`src/rtl/lse_div.sv`:
```
// Two-stage pipelined log-domain divider: result = a - b with NEG_INF handling,
// saturation clamping and a saturating divide-by-zero event counter.
module lse_div #(
    parameter int WIDTH     = 24,
    parameter int CNT_WIDTH = 16
) (
    input  logic                 clk,
    input  logic                 rst_n,
    input  logic                 in_valid,
    output logic                 in_ready,
    input  logic [WIDTH-1:0]     operand_a,
    input  logic [WIDTH-1:0]     operand_b,
    input  logic [1:0]           pe_mode,
    output logic                 out_valid,
    input  logic                 out_ready,
    output logic [WIDTH-1:0]     result,
    output logic                 flag_dbz,
    output logic                 flag_sat,
    output logic                 flag_mode,
    output logic [CNT_WIDTH-1:0] dbz_count
);

    localparam logic [WIDTH-1:0] NEG_INF = {1'b1, {(WIDTH-1){1'b0}}};
    localparam logic [WIDTH-1:0] MAX_POS = {1'b0, {(WIDTH-1){1'b1}}};
    localparam logic [WIDTH-1:0] MIN_FIN = {1'b1, {(WIDTH-2){1'b0}}, 1'b1};
    localparam logic signed [WIDTH:0] POS_LIM = {2'b00, {(WIDTH-1){1'b1}}};
    localparam logic signed [WIDTH:0] NEG_LIM = {2'b11, {(WIDTH-2){1'b0}}, 1'b1};

    logic                 s1_valid_q, s1_valid_d;
    logic [WIDTH-1:0]     s1_a_q, s1_a_d;
    logic [WIDTH-1:0]     s1_b_q, s1_b_d;
    logic [1:0]           s1_mode_q, s1_mode_d;
    logic                 s1_a_inf_q, s1_a_inf_d;
    logic                 s1_b_inf_q, s1_b_inf_d;

    logic                 out_valid_q, out_valid_d;
    logic [WIDTH-1:0]     result_q, result_d;
    logic                 flag_dbz_q, flag_dbz_d;
    logic                 flag_sat_q, flag_sat_d;
    logic                 flag_mode_q, flag_mode_d;
    logic [CNT_WIDTH-1:0] dbz_count_q, dbz_count_d;

    logic                 s2_adv, s1_adv, in_fire, out_fire;
    logic signed [WIDTH:0] diff;
    logic [WIDTH-1:0]     calc_result;
    logic                 calc_dbz, calc_sat, calc_mode;

    // in_ready is combinational from out_ready so a full pipe drains and refills in one cycle.
    assign s2_adv   = !out_valid_q || out_ready;
    assign s1_adv   = s2_adv;
    assign in_ready = !s1_valid_q || s1_adv;
    assign in_fire  = in_valid && in_ready;
    assign out_fire = out_valid_q && out_ready;

    always_comb begin
        // NOTE: every always_comb output gets a default first so no path can infer a latch.
        s1_valid_d = s1_valid_q;
        s1_a_d     = s1_a_q;
        s1_b_d     = s1_b_q;
        s1_mode_d  = s1_mode_q;
        s1_a_inf_d = s1_a_inf_q;
        s1_b_inf_d = s1_b_inf_q;
        if (in_ready) begin
            s1_valid_d = in_valid;
        end
        if (in_fire) begin
            s1_a_d     = operand_a;
            s1_b_d     = operand_b;
            s1_mode_d  = pe_mode;
            s1_a_inf_d = (operand_a == NEG_INF);
            s1_b_inf_d = (operand_b == NEG_INF);
        end
    end

    always_comb begin
        diff        = $signed({s1_a_q[WIDTH-1], s1_a_q}) - $signed({s1_b_q[WIDTH-1], s1_b_q});
        calc_result = diff[WIDTH-1:0];
        calc_dbz    = 1'b0;
        calc_sat    = 1'b0;
        calc_mode   = 1'b0;
        if (s1_mode_q != 2'b00) begin
            calc_result = NEG_INF;
            calc_mode   = 1'b1;
        end else if (s1_a_inf_q) begin
            calc_result = NEG_INF;
            calc_dbz    = s1_b_inf_q;
        end else if (s1_b_inf_q) begin
            calc_result = MAX_POS;
            calc_dbz    = 1'b1;
        end else if (diff > POS_LIM) begin
            calc_result = MAX_POS;
            calc_sat    = 1'b1;
        end else if (diff < NEG_LIM) begin
            // Clamp one above NEG_INF so a finite quotient never reads as log(0).
            calc_result = MIN_FIN;
            calc_sat    = 1'b1;
        end
    end

    always_comb begin
        out_valid_d = out_valid_q;
        result_d    = result_q;
        flag_dbz_d  = flag_dbz_q;
        flag_sat_d  = flag_sat_q;
        flag_mode_d = flag_mode_q;
        if (s2_adv) begin
            out_valid_d = s1_valid_q;
            if (s1_valid_q) begin
                result_d    = calc_result;
                flag_dbz_d  = calc_dbz;
                flag_sat_d  = calc_sat;
                flag_mode_d = calc_mode;
            end
        end
        dbz_count_d = dbz_count_q;
        if (out_fire && flag_dbz_q && (dbz_count_q != '1)) begin
            dbz_count_d = dbz_count_q + CNT_WIDTH'(1);
        end
    end

    // NOTE: sequential state is written only with non-blocking assignments.
    always_ff @(posedge clk) begin
        if (!rst_n) begin
            s1_valid_q  <= 1'b0;
            out_valid_q <= 1'b0;
            result_q    <= '0;
            flag_dbz_q  <= 1'b0;
            flag_sat_q  <= 1'b0;
            flag_mode_q <= 1'b0;
            dbz_count_q <= '0;
        end else begin
            s1_valid_q  <= s1_valid_d;
            out_valid_q <= out_valid_d;
            result_q    <= result_d;
            flag_dbz_q  <= flag_dbz_d;
            flag_sat_q  <= flag_sat_d;
            flag_mode_q <= flag_mode_d;
            dbz_count_q <= dbz_count_d;
        end
    end

    // NOTE: S1 payload is qualified by s1_valid_q, so it is left without reset.
    always_ff @(posedge clk) begin
        s1_a_q     <= s1_a_d;
        s1_b_q     <= s1_b_d;
        s1_mode_q  <= s1_mode_d;
        s1_a_inf_q <= s1_a_inf_d;
        s1_b_inf_q <= s1_b_inf_d;
    end

    assign out_valid = out_valid_q;
    assign result    = result_q;
    assign flag_dbz  = flag_dbz_q;
    assign flag_sat  = flag_sat_q;
    assign flag_mode = flag_mode_q;
    assign dbz_count = dbz_count_q;

endmodule

```
`config.mk`:
```
export PLATFORM = sky130hd
export DESIGN_NAME = lse_div
export DESIGN_NICKNAME = d
export VERILOG_FILES = /design/src/rtl/lse_div.sv
export SDC_FILE = /design/constraint.sdc
export NUM_CORES = 1
export LEC_CHECK = 0
export ABC_AREA = 1
export BUFFER_PORTS_ARGS = -buffer_cell sky130_fd_sc_hd__buf_4
export CAP_MARGIN = 20
export CORE_ASPECT_RATIO = 1.5
export CORE_MARGIN = 5
export CORE_UTILIZATION = 40
export CTS_CLUSTER_SIZE = 8
export DETAILED_ROUTE_END_ITERATION = 7
export GPL_TIMING_DRIVEN = 0
export PLACE_DENSITY_LB_ADDON = 0.12
export SETUP_SLACK_MARGIN = 0.1
export SLEW_MARGIN = 5
export SYNTH_ARGS = -nofsm -noshare
export SYNTH_HDL_FRONTEND = slang
export SYNTH_SLANG_ARGS = --single-unit
```
`constraint.sdc`:
```
create_clock -name clk -period 4.45 [get_ports clk]
set_clock_uncertainty 0.15 [all_clocks]
set_input_delay 0 -clock clk [delete_from_list [all_inputs] [get_ports clk]]
set_output_delay 0 -clock clk [all_outputs]
set_load 0.005 [all_outputs]
```
# [Yosys cells after proc, flatten, opt, wreduce, memory -nomap -nowiden]
# Index checks and enable logic that the tools add are counted.
[totals] register_bits=97 out_inout_bits=45 elab_cells=43
[op_classes] addsub=2 magnitude_cmp=2 eq_ne=3 n_mux=14 reduce_logical=10
[op_table] operator="$mux 24" count=5
[op_table] operator="$eq 24x24->1 const B" count=2
[op_table] operator="$gt 25x24->1 const B" count=1
[op_table] operator="$lt 25x24->1 const B" count=1
[op_table] operator="$sub 24x24->25" count=1
[op_table] operator="$add 16x1->16 const B" count=1
[op_table] operator="$ne 16x16->1 const B" count=1
[op_table] operator="$mux 1" count=9
[op_table] operator="$logic_and 1x1->1" count=4
[op_table] operator="$logic_not 1->1" count=2
[op_table] operator="$logic_or 1x1->1" count=2
[op_table] operator="$reduce_and 2->1" count=1
[op_table] operator="$reduce_bool 2->1" count=1

# [Longest topological paths before layout]
# Gate-level depths: netlist (run 1).
[logic_depth] word_depth=7 mapped_depth=24 ltp_nobuf=23

# [Least setup slack after synthesis (run 1)]
# OpenSTA, ideal clock, no wires.
[synth_timing] path_type="register -> register" from="reg s1_b_q[0]" to="reg result_q[11], in the netlist result[11]" setup_ps=138 arrival_time_ps=2372 required_ps=4162 path_slack_ps=1790 stages_incl_launch_ff=19 path_cell_list="edfxtp_1 ha_1 fa_1 inv_1 nand3_1 nand2_1 nand2_1 nand2_1 nand2_1 nand2_1 nand3_1 nand2_2 xor2_4 inv_2 a21oi_4 buf_6 nand2_1 nand2_1 a21oi_2"
[synth_between] elab_chain_len=7 elab_cells_between_ends=8
[synth_lines] element="start: declaration" line_no="31" rtl="logic [WIDTH-1:0] s1_b_q, s1_b_d;"
[synth_lines] element="start signal: assignment" line_no="145" rtl="s1_b_q <= s1_b_d;"
[synth_lines] element="$sub 24x24->25 *" line_no="76" rtl="diff = $signed({s1_a_q[WIDTH-1], s1_a_q}) - $signed({s1_b_q[WIDTH-1], s1_b_q});"
[synth_lines] element="$lt 25x24->1" line_no="93" rtl="end else if (diff < NEG_LIM) begin"
[synth_lines] element="$mux 24" line_no="93"
[synth_lines] element="$mux 24 *" line_no="90" rtl="end else if (diff > POS_LIM) begin"
[synth_lines] element="$mux 24 *" line_no="87" rtl="end else if (s1_b_inf_q) begin"
[synth_lines] element="$mux 24 *" line_no="84" rtl="end else if (s1_a_inf_q) begin"
[synth_lines] element="$mux 24 *" line_no="81" rtl="if (s1_mode_q != 2'b00) begin"
[synth_lines] element="end signal: assignment" line_no="134" rtl="result_q <= result_d;"
[synth_lines] element="end: declaration" line_no="37" rtl="logic [WIDTH-1:0] result_q, result_d;"
# Mark *: on every way between the ends. The rest lies on a longest branch, timed or not.
# A chain may end at the register's enable or synchronous reset.

# [Worst setup path after layout (run 1)]
[layout_timing] from="reg s1_b_q[0]" to="reg result_q[13], in the netlist result[13]"
# The elaborated chain is that of the path after synthesis.

==> reports/summary.txt, run 1 <==
Synth top cells by count -> nand2_1 (287), inv_1 (131), edfxtp_1 (52)
Overall Global Routing Usage -> 17.17%
Largest delay share family, worst path -> simple AND/OR/NAND/NOR gates
element type at the critical path end -> flop
synthesized area per cell -> 7.325 um^2
synthesized cell area -> 5692 um^2
filler instances -> 1349
Fin. Hold Viols -> 0
synth top area cells -> edfxtp_1 (27%), nand2_1 (19%), dfxtp_1 (16%)
Syn Nets -> 857
worst path cell trace -> ha_1 > fa_1 > inv_1 > nand3_1 > nand2_1 > nand2_1 > nand2_1 > nand2_1 > nand2_1 > nand3_1 > nand2_2 > xor2_4 > inv_2 > a21oi_4 > buf_6 > nand2_1 > nand2_1 > a21oi_2
die width -> 107.4 um
critical path type -> reg -> reg
Post-synth top flop -> edfxtp_1
WP data required -> 4.50 ns
Seq/Total Area, Yosys -> 43.26%
Site Rows -> 53
DRT Pass-1 Iters -> 4
post-synth top area share -> 27.43%
port buffer count -> 98
Final ANT Viol Nets -> 0
fin area -> 7537 um^2
Area growth syn-to-layout -> 32.42%
power density over the cells -> 309.0 nW/um^2
initial DRC count -> 218
period utilization -> 69.06%
Most Frequent Cell on Critical Path -> nand2_1
run status -> finished, final reports clean
vias per cell -> 4.633
Final Hold Slack -> 0.2257 ns
H-tree Lvls -> 3
core area -> 13990 um^2
clock-pin slew on the worst setup and hold paths -> 0.07 ns
Vert. Die Dim -> 156.1 um
CP Launch Type -> flop
# diodes -> 0
Total Power -> 0.002329 W
Max Buffers Root-to-Sink -> 2
RSZ-0062 raised after global routing -> false
synth unique cells -> 41
setup_tns -> 0 ns
Num CTS Buffers -> 9
Final Setup Violations -> 0
layout cell share with drive strength beyond 1 -> 16.08%
min Tclk post-route -> 3.073 ns
gpl congestion -> 0.8390
Routed WL -> 13990 um
area post-placement -> 6688 um^2
Overflow after GRT -> 0
Max Cap Viol -> 0
count leader, synth -> nand2_1
worst path bufs/invs -> 3
WL/cell -> 12.30 um
initial antenna violation count -> 0
vias in the first global route -> 5225
dpl ws -> 1.380 ns
slowest cell on the critical path -> fa_1
CP Data Arrival Time -> 3.13 ns
Vias -> 5268
Synth async-reset ratio -> 0%
area of the multi-input gates -> 2629 um^2
initial core utilization -> 40.68%
Cells after Synth -> 777
PnR worst setup slack -> 1.377 ns
f_max -> 0.3254 GHz
fin. max-slew vios -> 0
Post-synth EDFFs -> 52
Root Driver -> clkbuf_16
Final nets -> 1020
CTS tree -> built
Worst Max-Slew Pin Slew -> 0.5822 ns
Worst-Skew Late Latency -> 0.35 ns
crit path max fanout -> 10
dpl hpwl -> 11140 um
Hold WC Path Type -> in -> reg
slowest stage delay, CP -> 0.39 ns
global-route wire length before repair -> 23320 um
# DRC -> 0
Leak -> 3.612 nW
Sequential Area -> 2462 um^2
post-synth top area cell -> edfxtp_1
relative slew slack -> 61.18%
Die Area -> 16760 um^2
# IOs -> 99
Max VDD drop -> 0.0002180 V
largest net degree at the start of global routing -> 33
count of state elements after synthesis -> 97
Num Clock Sinks -> 97
Yosys Warn Count -> 0
-- area by class of cell --
class | instances | share of cell area (%)
Clock buffer | 10 | 3.320
Multi-Input combinational cell | 530 | 34.88
Timing Repair Buffer | 152 | 17.07
Tap cell | 192 | 3.187
Clock inverter | 6 | 0.9130
Inverter | 138 | 6.873
Sequential cell | 97 | 32.67
Buffer | 12 | 1.096
-- what timing repair did --
action,4_1_cts,5_1_grt
buffers inserted,0,0
endpoints found under the hold margin,59,0
gates resized for setup,0,0
hold buffers,53,0
-- kinds of logic (layout without fill, tap and decap cells) --
group | Yosys count | count (layout) | share of synthesized area (%)
AO/OA/AOI/OAI | 76 | 76 | 8.046
XOR/XNOR | 3 | 3 | 0.7915
adder cells (fa/ha/maj) | 26 | 26 | 5.847
buffers and inverters | 150 | 318 | 10.55
flip-flops | 97 | 97 | 43.26
AND/OR/NAND/NOR | 425 | 425 | 31.50
-- sequential cells by signal, summed over array words and instances, names as in the netlist --
name	count
s1_a_q	24
s1_a_inf_q	1
flag_sat	1
out_valid	1
flag_dbz	1
dbz_count	16
s1_b_inf_q	1
s1_b_q	24
s1_valid_q	1
s1_mode_q	2
flag_mode	1
result	24
-- metal layers --
metal  vias to the layer above  global-route usage [%]  routed length, um
met5                         -                       0                  0
met4                         0                   4.813                227
met3                        14                   2.692                576
met2                       104                   33.63               7521
met1                      2359                   18.76               5662
li1                       2791                       -                  -
-- report_power, final --
| group | leakage, nW | switching (W) | internal, W | total, W |
|---|---|---|---|---|
| Clock | 0.159 | 0.000349 | 0.000476 | 0.000825 |
| Sequential | 0.873 | 0.0000129 | 0.000980 | 0.000993 |
| Combinational | 2.58 | 0.000299 | 0.000212 | 0.000511 |
-- path summary, 6_finish.rpt --
| check | start | endpoint | slack (ns) | cells after the start |
|---|---|---|---|---|
| hold reg to reg | dbz_count[13]$_SDFFE_PN0P_ | dbz_count[13]$_SDFFE_PN0P_ | 0.31 | 2 |
| setup reg to reg | s1_b_q[0]$_DFFE_PP_ | result[13]$_SDFFE_PN0P_ | 1.38 | 18 |
| setup / recovery | s1_b_q[0]$_DFFE_PP_ | result[13]$_SDFFE_PN0P_ | 1.38 | 18 |
| hold / removal | operand_b[22] | s1_b_q[22]$_DFFE_PP_ | 0.23 | 2 |
-- through the flow --
step / instances / utilization (%)
5_1_grt: 1137 / 53.87
4_1_cts: 1137 / 53.87
3_5_place_dp: 1068 / 47.80
2_1_floorplan: 777 / -
3_3_place_gp: 1067 / 47.65
6_report: 1137 / 53.87
-- cells in the final DEF (no fill, tap or decap), types with 25 or more instances in the layout --
cell type / synthesis / layout
a21oi_1: 43 / 43
buf_4: 2 / 100
dfxtp_1: 45 / 45
dlygate4sd3_1: 0 / 53
edfxtp_1: 52 / 52
ha_1: 25 / 25
inv_1: 131 / 130
nand2_1: 287 / 287
nand3_1: 32 / 32
nor2_1: 47 / 47
-- worst register-to-register path, delay by kind of cell (launching register included) --
family                     cells  cell delay [ns]
AOI/OAI and AO/OA              2             0.28
xor gates and xnor gates       1             0.24
adders and majority gates      2             0.62
buffers and inverters          3             0.33
DFF                            1             0.38
and+or+nand+nor               10             0.94
Power figures use the tool's default switching activity.
==> inputs of run 2 (changes only) <==
==> constraint.sdc (replaced) <==
create_clock -name clk -period 2.7 [get_ports clk]
set_clock_uncertainty 0.15 [all_clocks]
set_input_delay 0 -clock clk [delete_from_list [all_inputs] [get_ports clk]]
set_output_delay 0 -clock clk [all_outputs]
set_load 0.005 [all_outputs]
==> run 2 against run 1 <==
- critical endpoint is now result[12]$_SDFFE_PN0P_
- clock-buffer cell count fell by 1
- final cell count rose by 1.2%
- the flow now finishes with violations (negative setup slack)
- fmax rose by 1.6%
==> reports/summary.txt, run 2 (synthesized netlist as in run 1, its figures left out) <==
Site Rows -> 53
dpl ws -> -0.3109 ns
area of the multi-input gates -> 2883 um^2
Vert. Die Dim -> 156.1 um
element type at the critical path end -> flop
failing checks -> negative setup slack
fin. max-slew vios -> 0
# IOs -> 99
Sequential Area -> 2462 um^2
port buffer count -> 98
most frequent cells in the layout -> nand2_1 (239), inv_1 (129), buf_4 (109)
Overflow after GRT -> 0
WP data required -> 2.77 ns
global-route wire length before repair -> 23950 um
critical path type -> reg -> reg
gpl congestion -> 0.8645
Max Buffers Root-to-Sink -> 2
Final Setup Violations -> 24
Max Cap Viol -> 0
Overall Global Routing Usage -> 17.75%
Final Hold Slack -> 0.2143 ns
Max VDD drop -> 0.0002997 V
H-tree Lvls -> 3
Worst-Skew Late Latency -> 0.36 ns
Fin. Hold Viols -> 0
Num Clock Sinks -> 97
PnR worst setup slack -> -0.3236 ns
RSZ-0062 raised after global routing -> true
layout cell share with drive strength beyond 1 -> 24.30%
f_max -> 0.3307 GHz
CP Data Arrival Time -> 3.09 ns
Area growth syn-to-layout -> 38.58%
Critical Path End -> result[12]$_SDFFE_PN0P_
relative slew slack -> 59.11%
Routed WL -> 14890 um
Root Driver -> clkbuf_16
Worst Max-Slew Pin Slew -> 0.6134 ns
Final nets -> 1034
dpl hpwl -> 11120 um
clock-pin slew on the worst setup and hold paths -> 0.07 ns
vias in the first global route -> 5355
Hold WC Path Type -> in -> reg
reg2reg end -> result[12]$_SDFFE_PN0P_
area post-placement -> 6693 um^2
largest net degree at the start of global routing -> 48
post-layout util -> 56.37%
min Tclk post-route -> 3.024 ns
Die Area -> 16760 um^2
Leak -> 3.705 nW
CP Launch Type -> flop
vias per cell -> 4.731
CTS tree -> built
initial DRC count -> 193
worst reg2reg path depth -> 20
Reg2Reg Setup Slack -> -0.32 ns
power density over the cells -> 495.0 nW/um^2
WL/cell -> 12.94 um
die width -> 107.4 um
fin area -> 7888 um^2
crit path max fanout -> 5
DRT Pass-1 Iters -> 5
setup_tns -> -7.108 ns
# DRC -> 0
run status -> complete, but fails checks
filler instances -> 1300
Final ANT Viol Nets -> 0
period utilization -> 112.0%
most common cell after layout, fill and taps aside -> nand2_1
initial core utilization -> 40.68%
Vias -> 5445
core area -> 13990 um^2
# diodes -> 0
Hold Path Depth -> 2
RR Startpoint -> s1_b_q[0]$_DFFE_PP_
Critical path origin -> s1_b_q[0]$_DFFE_PP_
initial antenna violation count -> 0
Num CTS Buffers -> 9
==> run 2: cell types whose count changed in the layout (fill, tap and decap cells not counted), moves of 3 or more <==
cell / delta
nor2_2: +3
nand3_4: +3
nand2_2: +43
nand3_1: -5
ha_1: -3
nor2_1: -3
a21oi_2: +5
buf_6: +4
nand2_4: +5
buf_4: +9
nand2_1: -48
a21oi_1: -5
==> run 2: final cells by class <==
type                    instances  area share [%]
multi-input cells             530           36.55
flip-flops and latches         97           31.22
repair buffers                166           17.88
inverters                     138           6.567
well taps                     192           3.046
clock buffers                   9           2.855
plain buffers                  12           1.095
clock inverters                 7          0.7931
==> run 2: worst min-delay path by stage <==
stage / from / slack, ns / endpoint
after floorplan: operand_a[0] / -0.05 / s1_a_q[0]$_DFFE_PP_
after global placement: pe_mode[1] / 0.03 / s1_mode_q[1]$_DFFE_PP_
after detailed placement: pe_mode[1] / 0.03 / s1_mode_q[1]$_DFFE_PP_
after CTS: operand_b[23] / 0.21 / s1_b_q[23]$_DFFE_PP_
after global routing: operand_a[19] / 0.22 / s1_a_q[19]$_DFFE_PP_
final: operand_b[23] / 0.21 / s1_b_q[23]$_DFFE_PP_
==> run 2: where the power goes <==
part           switching, W  total (W)  internal (W)
clock network      0.000616    0.00126      0.000645
logic              0.000575    0.00101      0.000430
registers         0.0000226    0.00164       0.00162
==> run 2: metrics by stage <==
| stage | std cells | power, W |
|---|---|---|
| 6_report | 1151 | 0.003905 |
| 5_1_grt | 1151 | 0.004105 |
| 4_1_cts | 1150 | 0.003856 |
| 3_5_place_dp | 1068 | 0.002457 |
| 3_3_place_gp | 1067 | 0.002447 |
| 2_1_floorplan | 777 | 0.002219 |
==> run 2: critical path: stages, from the launching register on <==
cell	delay, ns
edfxtp_1	0.42
ha_4	0.19
fa_2	0.40
inv_2	0.10
nand2_4	0.06
buf_4	0.13
a21oi_1	0.14
nand3_1	0.09
nor2_1	0.13
nand3_2	0.09
nor2_2	0.15
nand3_1	0.10
nor2_1	0.10
nand2_1	0.08
nand2_2	0.08
nand2_4	0.08
buf_6	0.14
nand2_1	0.08
nand2_2	0.06
nand2_2	0.06
a21oi_2	0.04
==> run 2: layer usage <==
layer / wire length (um) / vias up / track usage, %
met4: 427 / 0 / 6.980
met1: 5899 / 2462 / 19.48
met5: 0 / - / 0
met3: 572 / 28 / 2.650
met2: 7990 / 126 / 33.78
li1: - / 2829 / -
==> run 2: timing repair <==
item,4_1_cts,5_1_grt
pin swaps,11,21
resized for setup,27,56
setup buffers,10,1
endpoints found under the hold margin,60,0
gates cloned,3,0
hold buffers,53,0
endpoints found under the setup margin,24,26
==> inputs of run 3 (changes only) <==
--- a/config.mk
+++ b/config.mk
@@ -8,9 +8,11 @@
 export ABC_AREA = 1
 export BUFFER_PORTS_ARGS = -buffer_cell sky130_fd_sc_hd__buf_4
 export CAP_MARGIN = 20
+export CELL_PAD_IN_SITES_DETAIL_PLACEMENT = 1
+export CELL_PAD_IN_SITES_GLOBAL_PLACEMENT = 2
 export CORE_ASPECT_RATIO = 1.5
 export CORE_MARGIN = 5
-export CORE_UTILIZATION = 40
+export CORE_UTILIZATION = 29
 export CTS_CLUSTER_SIZE = 8
 export DETAILED_ROUTE_END_ITERATION = 7
 export GPL_TIMING_DRIVEN = 0
==> run 3 against run 2 <==
- the flow still finishes with violations (negative setup slack)
- combinational power up 17%
- utilization down 13 points
- clock power up 13%
- flip-flop and latch count unchanged
- fmax up 3.6%
- setup slack better by 0.11 ns
- clock-buffer cell count up 3
- critical path type unchanged
- largest power group unchanged
==> reports/summary.txt, run 3 (synthesized netlist as in run 1, its figures left out) <==
Vias -> 5576
clock-pin slew on the worst setup and hold paths -> 0.07 ns
reg2reg end -> result[21]$_SDFFE_PN0P_
Largest delay share family, worst path -> simple AND/OR/NAND/NOR gates
global-route wire length before repair -> 28720 um
vias per cell -> 4.567
# DRC -> 0
Root Driver -> clkbuf_16
fin. max-slew vios -> 0
Total Power -> 0.004237 W
CP Launch Type -> flop
PnR worst setup slack -> -0.2177 ns
RSZ-0062 raised after global routing -> true
H-tree Lvls -> 3
area post-placement -> 6773 um^2
power density over the cells -> 504.4 nW/um^2
critical path type -> reg -> reg
Overall Global Routing Usage -> 15.59%
layout cell share with drive strength beyond 1 -> 30.57%
Die Area -> 22590 um^2
die width -> 124.4 um
Area growth syn-to-layout -> 47.59%
worst path cell trace -> ha_4 > fa_2 > inv_2 > nand2_2 > buf_6 > a21oi_2 > nand3_1 > nor2_2 > nand3_2 > nor2_4 > nand3_2 > nor2_2 > nand2_1 > nand2_2 > nand2_4 > clkbuf_16 > nand2_2 > nand2_1 > nand2_1 > a21oi_1
run status -> complete, but fails checks
Max Buffers Root-to-Sink -> 2
Final Setup Violations -> 24
initial DRC count -> 109
Final ANT Viol Nets -> 0
gpl congestion -> 0.7535
core area -> 19240 um^2
fin area -> 8401 um^2
Num CTS Buffers -> 9
Crit. path cell count -> 20
Final nets -> 1040
Max VDD drop -> 0.0002289 V
Clk pwr share -> 33.4%
Internal Power -> 0.002932 W
Overflow after GRT -> 0
Critical path origin -> s1_b_q[0]$_DFFE_PP_
initial core utilization -> 29.59%
Worst-Skew Late Latency -> 0.35 ns
filler instances -> 2386
Critical Path End -> result[21]$_SDFFE_PN0P_
Num Clock Sinks -> 97
Vert. Die Dim -> 181.6 um
largest net degree at the start of global routing -> 31
Sequential Area -> 2462 um^2
WP data required -> 2.77 ns
period utilization -> 108.1%
Reg2Reg Setup Slack -> -0.22 ns
initial antenna violation count -> 0
crit path max fanout -> 5
CTS tree -> built
Reg power frac -> 38.7%
WL/cell -> 14.57 um
# diodes -> 0
Fin. Hold Viols -> 0
area of the multi-input gates -> 3181 um^2
Hold WC Path Type -> in -> reg
dpl hpwl -> 13840 um
port buffer count -> 98
DRT Pass-1 Iters -> 4
post-layout util -> 43.67%
Worst Max-Slew Pin Slew -> 0.7553 ns
f_max -> 0.3427 GHz
Max Cap Viol -> 0
relative slew slack -> 49.65%
most frequent cells in the layout -> nand2_1 (214), inv_1 (129), buf_4 (110)
Psw -> 0.001305 W
Leak -> 3.805 nW
CP Data Arrival Time -> 2.99 ns
# IOs -> 99
element type at the critical path end -> flop
worst reg2reg path depth -> 20
Hold Path Depth -> 2
Net Sw Frac -> 30.81%
most common cell after layout, fill and taps aside -> nand2_1
slowest stage delay, CP -> 0.42 ns
Site Rows -> 62
Routed WL -> 17790 um
vias in the first global route -> 6032
slowest cell on the critical path -> edfxtp_1
worst path bufs/invs -> 3
RR Startpoint -> s1_b_q[0]$_DFFE_PP_
min Tclk post-route -> 2.918 ns
Comb power frac -> 27.9%
failing checks -> negative setup slack
run 3: area by class of cell:
cell class              instances  share of cell area (%)
inverters                     138                   6.166
repair buffers                172                   17.81
multi-input cells             530                   37.86
well taps                     256                   3.813
plain buffers                  12                   1.072
clock buffers                  12                   3.575
clock inverters                 4                  0.3873
flip-flops and latches         97                   29.31
run 3: stage by stage:
step           instances  hold WS (ns)  setup TNS (ns)  setup WS [ns]
2_1_floorplan        777      -0.05113               0         0.1213
3_3_place_gp        1131       0.03253          -6.828        -0.3597
3_5_place_dp        1132       0.03500          -8.187        -0.4241
4_1_cts             1215        0.2015          -6.042        -0.2759
5_1_grt             1221        0.2125          -9.391        -0.4123
6_report            1221        0.2190          -4.611        -0.2177
run 3: worst reg2reg max path: stages, from the launching register on:
cell and delay [ns]:
edfxtp_1 0.42, ha_4 0.19, fa_2 0.36, inv_2 0.09, nand2_2 0.07, buf_6 0.12
a21oi_2 0.12, nand3_1 0.09, nor2_2 0.14, nand3_2 0.09, nor2_4 0.15, nand3_2 0.08
nor2_2 0.10, nand2_1 0.06, nand2_2 0.07, nand2_4 0.10, clkbuf_16 0.18, nand2_2 0.05
nand2_1 0.04, nand2_1 0.07, a21oi_1 0.06
run 3: worst min-delay path by stage:
stage,from,end,slack [ns]
finish,operand_b[8],s1_b_q[8]$_DFFE_PP_,0.22
global route,operand_a[2],s1_a_q[2]$_DFFE_PP_,0.21
CTS,operand_b[22],s1_b_q[22]$_DFFE_PP_,0.20
detailed placement,pe_mode[1],s1_mode_q[1]$_DFFE_PP_,0.03
global placement,pe_mode[1],s1_mode_q[1]$_DFFE_PP_,0.03
floorplan,operand_a[0],s1_a_q[0]$_DFFE_PP_,-0.05
run 3: metal layers:
| metal | wire length (um) | GRT usage, % |
|---|---|---|
| met2 | 10180 | 32.08 |
| met5 | 0 | 0 |
| met4 | 296 | 5.002 |
| met3 | 492 | 2.352 |
| met1 | 6818 | 15.63 |
run 3: what timing repair did:
| action | CTS | global route |
|---|---|---|
| resized for setup | 48 | 115 |
| pin swaps | 28 | 49 |
| hold buffers | 53 | 0 |
| endpoints found under the hold margin | 60 | 0 |
| buffers inserted | 11 | 5 |
| gates cloned | 3 | 1 |
| endpoints found under the setup margin | 26 | 27 |
run 3: power by group through the flow:
stage	Combinational (W)	Sequential, W	Clock, W
global route	0.00131	0.00165	0.00150
detailed placement	0.000830	0.00167	0
global placement	0.000813	0.00167	0
finish	0.00118	0.00164	0.00142
floorplan	0.000551	0.00167	0
CTS	0.000993	0.00164	0.00147
